==> config.mk <==
export PLATFORM = sky130hd
export DESIGN_NAME = rsa_job_sequencer
export DESIGN_NICKNAME = d
export VERILOG_FILES = /design/src/rtl/rsa_job_sequencer.sv
export SDC_FILE = /design/constraint.sdc
export NUM_CORES = 1
export LEC_CHECK = 0
export ABC_AREA = 1
export CAP_MARGIN = 20
export CORE_AREA = 2 2 602 604
export DETAILED_ROUTE_END_ITERATION = 10
export DIE_AREA = 0 0 604 606
export PLACE_DENSITY = 0.3
export SYNTH_ARGS = -nofsm -noshare
export SYNTH_HDL_FRONTEND = slang
export SYNTH_SLANG_ARGS = --single-unit
==> constraint.sdc <==
create_clock -name clk -period 69.6 [get_ports clk]
set_input_delay 17.4 -clock clk [delete_from_list [all_inputs] [get_ports clk]]
set_output_delay 17.4 -clock clk [all_outputs]
set_load 0.02 [all_outputs]
==> src/rtl/rsa_job_sequencer.sv <==
// Job sequencer driving one RSA control core: accepts a job, pulses the inverter and
// mod-exp resets in turn, waits for each armed finish and returns the result.
//
// state     | meaning
// IDLE      | waiting for a job; job_ready high
// INV_PULSE | core_reset_inverter high for PULSE_LEN cycles
// INV_WAIT  | waiting for an armed core_inverter_finish
// EXP_PULSE | core_reset_mod_exp high for PULSE_LEN cycles
// EXP_WAIT  | waiting for an armed core_mod_exp_finish
// DONE      | result held on res_* until res_ready
module rsa_job_sequencer #(
    parameter int WIDTH     = 128,
    parameter int PULSE_LEN = 1,
    parameter int TIMEOUT   = 0
) (
    input  logic                 clk,
    input  logic                 reset,
    input  logic                 job_valid,
    output logic                 job_ready,
    input  logic [WIDTH-1:0]     job_p,
    input  logic [WIDTH-1:0]     job_q,
    input  logic                 job_mode,
    input  logic [2*WIDTH-1:0]   job_msg,
    output logic [WIDTH-1:0]     core_p,
    output logic [WIDTH-1:0]     core_q,
    output logic                 core_mode,
    output logic [2*WIDTH-1:0]   core_msg,
    output logic                 core_reset_inverter,
    output logic                 core_reset_mod_exp,
    input  logic                 core_inverter_finish,
    input  logic                 core_mod_exp_finish,
    input  logic [2*WIDTH-1:0]   core_msg_out,
    output logic                 res_valid,
    input  logic                 res_ready,
    output logic [2*WIDTH-1:0]   res_msg,
    output logic                 res_mode,
    output logic                 res_err,
    output logic                 busy,
    output logic [15:0]          job_count
);
    localparam int TW = (TIMEOUT > 1) ? $clog2(TIMEOUT) : 1;
    localparam logic [3:0]    PULSE_LOAD = 4'(PULSE_LEN - 1);
    localparam logic [TW-1:0] WD_LOAD    = TW'(TIMEOUT - 1);

    typedef enum logic [2:0] {
        S_IDLE,
        S_INV_PULSE,
        S_INV_WAIT,
        S_EXP_PULSE,
        S_EXP_WAIT,
        S_DONE
    } state_t;

    state_t        state;
    state_t        state_nxt;
    logic [3:0]    pulse_cnt;
    logic [TW-1:0] wd_cnt;
    logic          armed;
    logic          inv_go;
    logic          exp_go;
    logic          wd_expired;

    // A finish only counts once it has been seen low after the pulse, so a level
    // left high by the previous job cannot complete the current one.
    assign inv_go     = core_inverter_finish && armed;
    assign exp_go     = core_mod_exp_finish && armed;
    assign wd_expired = (TIMEOUT != 0) && (wd_cnt == '0);

    always_ff @(posedge clk or posedge reset) begin
        if (reset) begin
            state <= S_IDLE;
        end else begin
            state <= state_nxt;
        end
    end

    always_comb begin
        state_nxt           = state;
        job_ready           = 1'b0;
        busy                = 1'b1;
        res_valid           = 1'b0;
        core_reset_inverter = 1'b0;
        core_reset_mod_exp  = 1'b0;
        case (state)
            S_IDLE: begin
                job_ready = 1'b1;
                busy      = 1'b0;
                if (job_valid) state_nxt = S_INV_PULSE;
            end
            S_INV_PULSE: begin
                core_reset_inverter = 1'b1;
                if (pulse_cnt == '0) state_nxt = S_INV_WAIT;
            end
            S_INV_WAIT: begin
                if (inv_go)          state_nxt = S_EXP_PULSE;
                else if (wd_expired) state_nxt = S_DONE;
            end
            S_EXP_PULSE: begin
                core_reset_mod_exp = 1'b1;
                if (pulse_cnt == '0) state_nxt = S_EXP_WAIT;
            end
            S_EXP_WAIT: begin
                if (exp_go || wd_expired) state_nxt = S_DONE;
            end
            S_DONE: begin
                res_valid = 1'b1;
                if (res_ready) state_nxt = S_IDLE;
            end
            default: state_nxt = S_IDLE;
        endcase
    end

    always_ff @(posedge clk or posedge reset) begin
        if (reset) begin
            core_p    <= '0;
            core_q    <= '0;
            core_mode <= 1'b0;
            core_msg  <= '0;
            res_msg   <= '0;
            res_mode  <= 1'b0;
            res_err   <= 1'b0;
            job_count <= '0;
            pulse_cnt <= '0;
            wd_cnt    <= '0;
            armed     <= 1'b0;
        end else begin
            case (state)
                S_IDLE: begin
                    if (job_valid) begin
                        core_p    <= job_p;
                        core_q    <= job_q;
                        core_mode <= job_mode;
                        core_msg  <= job_msg;
                        pulse_cnt <= PULSE_LOAD;
                        armed     <= 1'b0;
                    end
                end
                S_INV_PULSE, S_EXP_PULSE: begin
                    if (pulse_cnt == '0) wd_cnt <= WD_LOAD;
                    else                 pulse_cnt <= pulse_cnt - 4'd1;
                end
                S_INV_WAIT: begin
                    if (!core_inverter_finish) armed <= 1'b1;
                    if (inv_go) begin
                        pulse_cnt <= PULSE_LOAD;
                        armed     <= 1'b0;
                    end else if (wd_expired) begin
                        res_msg  <= '0;
                        res_mode <= core_mode;
                        res_err  <= 1'b1;
                    end else begin
                        wd_cnt <= wd_cnt - 1'b1;
                    end
                end
                S_EXP_WAIT: begin
                    if (!core_mod_exp_finish) armed <= 1'b1;
                    if (exp_go) begin
                        res_msg  <= core_msg_out;
                        res_mode <= core_mode;
                        res_err  <= 1'b0;
                    end else if (wd_expired) begin
                        res_msg  <= '0;
                        res_mode <= core_mode;
                        res_err  <= 1'b1;
                    end else begin
                        wd_cnt <= wd_cnt - 1'b1;
                    end
                end
                S_DONE: begin
                    if (res_ready) job_count <= job_count + 16'd1;
                end
                default: ;
            endcase
        end
    end
endmodule

# Word level (Yosys, flattened, before mapping)

Cells that the tools add are included.

Register bits: 794
Input bits: 775
Output and inout port bits: 792
Logic and storage cells: 60

$add $sub $neg: 2
Eq/ne operators: 14
Multiplexer cells: 21
Reduce and logical (&&, ||, !) cells: 13

Operators by type and width:

| operator                | number |
|---|---|
| $mux W3                 | 6 |
| $pmux W3 S6             | 1 |
| $add A16 B1 Y16 const B | 1 |
| $ne A2 B2 Y1 const B    | 8 |
| $mux W4                 | 3 |
| $pmux W4 S3             | 1 |
| $mux W1                 | 9 |
| $reduce_and A4 Y1       | 2 |
| $eq A3 B2 Y1 const B    | 2 |
| $eq A3 B3 Y1 const B    | 2 |
| $reduce_and A2 Y1       | 3 |
| $reduce_and A6 Y1       | 1 |
| $reduce_bool A3 Y1      | 2 |
| $logic_not A4 Y1        | 1 |
| $sub A4 B1 Y4 const B   | 1 |
| $eq A3 B1 Y1 const B    | 1 |
| $logic_not A3 Y1        | 1 |
| $ne A3 B3 Y1 const B    | 1 |
| $pmux W1 S3             | 1 |
| $logic_and A1 B1 Y1     | 2 |
| $reduce_or A2 Y1        | 1 |

# Longest topological paths before layout

Depth in word-level cells: 4
Gate-level depth with buffers: 9

# Least setup slack after synthesis

No wires, ideal clock.

Path type: register to output
From: register state[1]
To: output port job_ready
Arrival: 1182 ps
Data required time: 52200 ps
Path slack: 51018 ps
Stages on the path, launching flop included: 7
Path buffers: 3
Cell sequence: dfrtp_1 buf_6 nor2_8 nand2_2 clkinv_2 buf_8 buf_2

Word-level cells in the longest chain between the ends: 2

RTL lines:

| item                   | RTL line | RTL |
|---|---|---|
| from (decl)            | 54       | `state_t state;` |
| from (signal assigned) | 73       | `state <= state_nxt;` |
| $logic_not A3 Y1       | 84       | `case (state)` |
| $mux W1                | 84       |  |
| to (decl)              | 19       | `output logic job_ready,` |

Every way passes these cells.

==> summary.md <==
| Metric | Value |
|---|---|
| Status | `completed` |
| DRC viols | `0` |
| Clock Pin Slew Worst Setup and Hold Paths | `50 ps` |
| CP max stage cell | `buf_4` |
| Core Util, Final | `0.158` |
| Most common cell after layout, fill and taps aside | `nand2_1` |
| Drt initial violations | `1,943` |
| Pre-CTS setup slack | `47,990 ps` |
| Commonest cells after routing, fill and taps aside | `nand2_1 (1,599), clkdlybuf4s50_1 (1,564), dfrtp_1 (794), nand3_1 (522), o21ai_0 (244)` |
| CTS buffer count | `120` |
| Tot GR Track Use | `0.155` |
| Total power per unit cell area | `50.8 mW/mm^2` |
| Count of final max-slew check failures | `0` |
| Worst Tran Pin Value | `1120 ps` |
| Chip width | `604 um` |
| Top delay family on crit path | `buffers and inverters` |
| Crit-path cells | `clkdlybuf4s50_1 > inv_8 > buf_4 > buf_4 > buf_4 > buf_4` |
| CORE AREA | `0.360 sq mm` |
| Setup Viol. Count Final | `0` |
| Routed wire per std cell | `29.8 um` |
| CTS tree | `yes` |
| Ranking of synthesized cells by area | `dfrtp_1 (62%), nand2_1 (19%), nand3_1 (8.2%)` |
| Root Buffer | `clkbuf_16` |
| Distinct cells, synth | `31` |
| Cts repair resizes | `0` |
| Routed Antenna Nets | `0` |
| Syn nets | `4,305` |
| Peak VDD IR | `0.0000225 V` |
| Overall routed net length | `296,000 um` |
| Routed via count | `32,600` |
| Number of vias per cell | `3.28` |
| WS Path Type | `primary input to async pin` |
| Sequential share of the synthesized area | `0.622` |
| Number of global-route vias before repair | `32,800` |
| Overflow after GRT | `0` |
| Max stage delay on crit path | `750 ps` |
| Req. time, crit path | `70,510 ps` |
| Period Utilization, post-route | `0.293` |
| Cells after Synth | `3,528` |
| Hold Path Class | `flip-flop to flip-flop` |
| Max_slew headroom | `0.256` |
| Row count | `221` |
| Synthesized area | `0.0320 sq mm` |
| Initial antenna violation count | `255` |
| Final #Nets | `5,780` |
| Multi-input gate area | `0.0104 sq mm` |
| Number of synthesized register bits | `794` |
| Port Buf Inserts | `1,565` |
| Post-synthesis area per instance | `9.06 sq um` |
| Critical Path Fanout Max | `70` |
| H-tree levels | `3` |
| Die footprint | `0.366 sq mm` |
| Setup WS post-layout | `49,210 ps` |
| RSZ-0062 raised after global routing | `no` |
| Syn-to-layout area delta | `78.0%` |
| Leakage | `0.0250 uW` |
| Pin count of the biggest net entering global routing | `158` |
| Die Ht | `606 um` |
| DP Wirelength | `245,000 um` |
| Clock Tree Buf Depth | `4` |
| Setup TNS | `0 ps` |
| Starting density of the core | `0.0887` |
| Worst-Skew Late Latency | `880 ps` |
| Max-cap violations | `0` |
| Yosys top cell area share | `0.622` |
| Sequential Area | `0.0199 sq mm` |
| First-pass GRT wire length | `372,000 um` |
| CP bufs+invs | `6` |
| Cell taking the most area after synthesis | `dfrtp_1` |
| Crit end category | `async pin` |
| Ys Warns | `0` |
| Hold Violations, Final | `0` |
| Cts-stage hold buffer count | `0` |
| Critical Path AT | `21,300 ps` |
| Final Critical Period | `20,390 ps` |
| DR pass1 iterations | `5` |
| Top Ports | `1,567` |
| Post-CTS setup buffers | `0` |
| Fmax | `49.0 MHz` |
| Crit start category | `primary input` |
| Clock skew | `28.6 ps` |
| Filler Cell Count | `40,600` |
| Critical Path Most Common Cell | `buf_4` |
| Placer Congestion | `0.842` |
| Layout cells sized above 1 | `0.0514` |
| TritonCTS Sinks | `794` |
==> layout make-up <==
type | instances | share of cell area
multi-input cells | 2450 | 0.183
repair buffers | 1611 | 0.283
diodes | 38 | 0.00167
inverters | 26 | 0.00213
flip-flops and latches | 794 | 0.349
clock buffers | 161 | 0.0589
well taps | 4794 | 0.105
clock inverters | 56 | 0.0164
==> final timing paths <==
path	from	to	slack [ps]	depth (start not counted)
worst max-delay path	reset	res_msg[106]$_DFFE_PP0P_	49210	6
worst min-delay path	core_msg[8]$_DFFE_PP0P_	core_msg[8]$_DFFE_PP0P_	470	2
worst max register to register	state[2]$_DFFE_PP0P_	core_msg[73]$_DFFE_PP0P_	64920	9
worst min register to register	core_msg[8]$_DFFE_PP0P_	core_msg[8]$_DFFE_PP0P_	470	2
max in group clk	job_valid	core_msg[73]$_DFFE_PP0P_	49270	7
min in group asynchronous	reset	core_msg[135]$_DFFE_PP0P_	17010	2
==> logic make-up after synthesis <==
group           synth area share
other cells             0.000117
simple gates               0.280
compound gates            0.0419
fa+ha+maj               0.000783
xor+xnor                 0.00219
flops                      0.622
buf+inv                   0.0532
==> stage by stage <==
step | hold slack (ps) | instance area, sq um | std cells | power, uW
floorplan | 487 | 32000 | 3528 | 1380
global placement | 453 | 52500 | 9674 | 2250
detailed placement | 457 | 52500 | 9675 | 2260
CTS | 472 | 56800 | 9892 | 2970
global route | 484 | 56800 | 9899 | 3060
finish | 466 | 56900 | 9930 | 2890
==> power by group <==
part	switching (uW)	leakage, uW	internal, uW
clock	266	0.00206	415
combinational	866	0.0128	497
sequential	166	0.0101	676
total	1300	0.0250	1590
==> synth_stat cells <==
library cell     n
nand4_4          1
o21ai_0        244
nor3_1           3
clkbuf_1        78
xnor2_1          3
o22ai_1          2
ha_1             2
o21ai_1         20
nor2_8           1
clkinv_2         1
xor2_1           5
buf_4           59
nor2_1          23
nand2_2          2
buf_2           91
buf_8            2
nor2_4           1
buf_1            2
nand2_4          1
nand3b_1         3
buf_12           9
dfrtp_1        794
nand4_1          5
buf_6           17
nand3_1        522
conb_1           1
nand2_1       1600
a21oi_1          1
inv_2            1
inv_1           24
nand3_2         10
==> routing by layer <==
metal / global-route usage / up-vias / wire length (um) / part of all wire
li1: - / 14400 / - / -
met1: 0.188 / 16100 / 121000 / 0.41
met2: 0.256 / 1471 / 138000 / 0.47
met3: 0.0628 / 531 / 28200 / 0.095
met4: 0.0347 / 110 / 7620 / 0.026
met5: 0 / - / 726 / 0.0025
==> tightest hold or removal path: stages, from the launching register on <==
cell and delay [ps]:
dfrtp_1 340, nand2_1 50, nand2_1 40
==> flip-flops by register name, indices dropped and copies added, names as in the netlist <==
register   cells
armed          1
core_mode      1
core_msg     256
core_p       128
core_q       128
job_count     16
pulse_cnt      4
res_mode       1
res_msg      256
state          3
No activity file was read; power rests on OpenSTA's default activity.
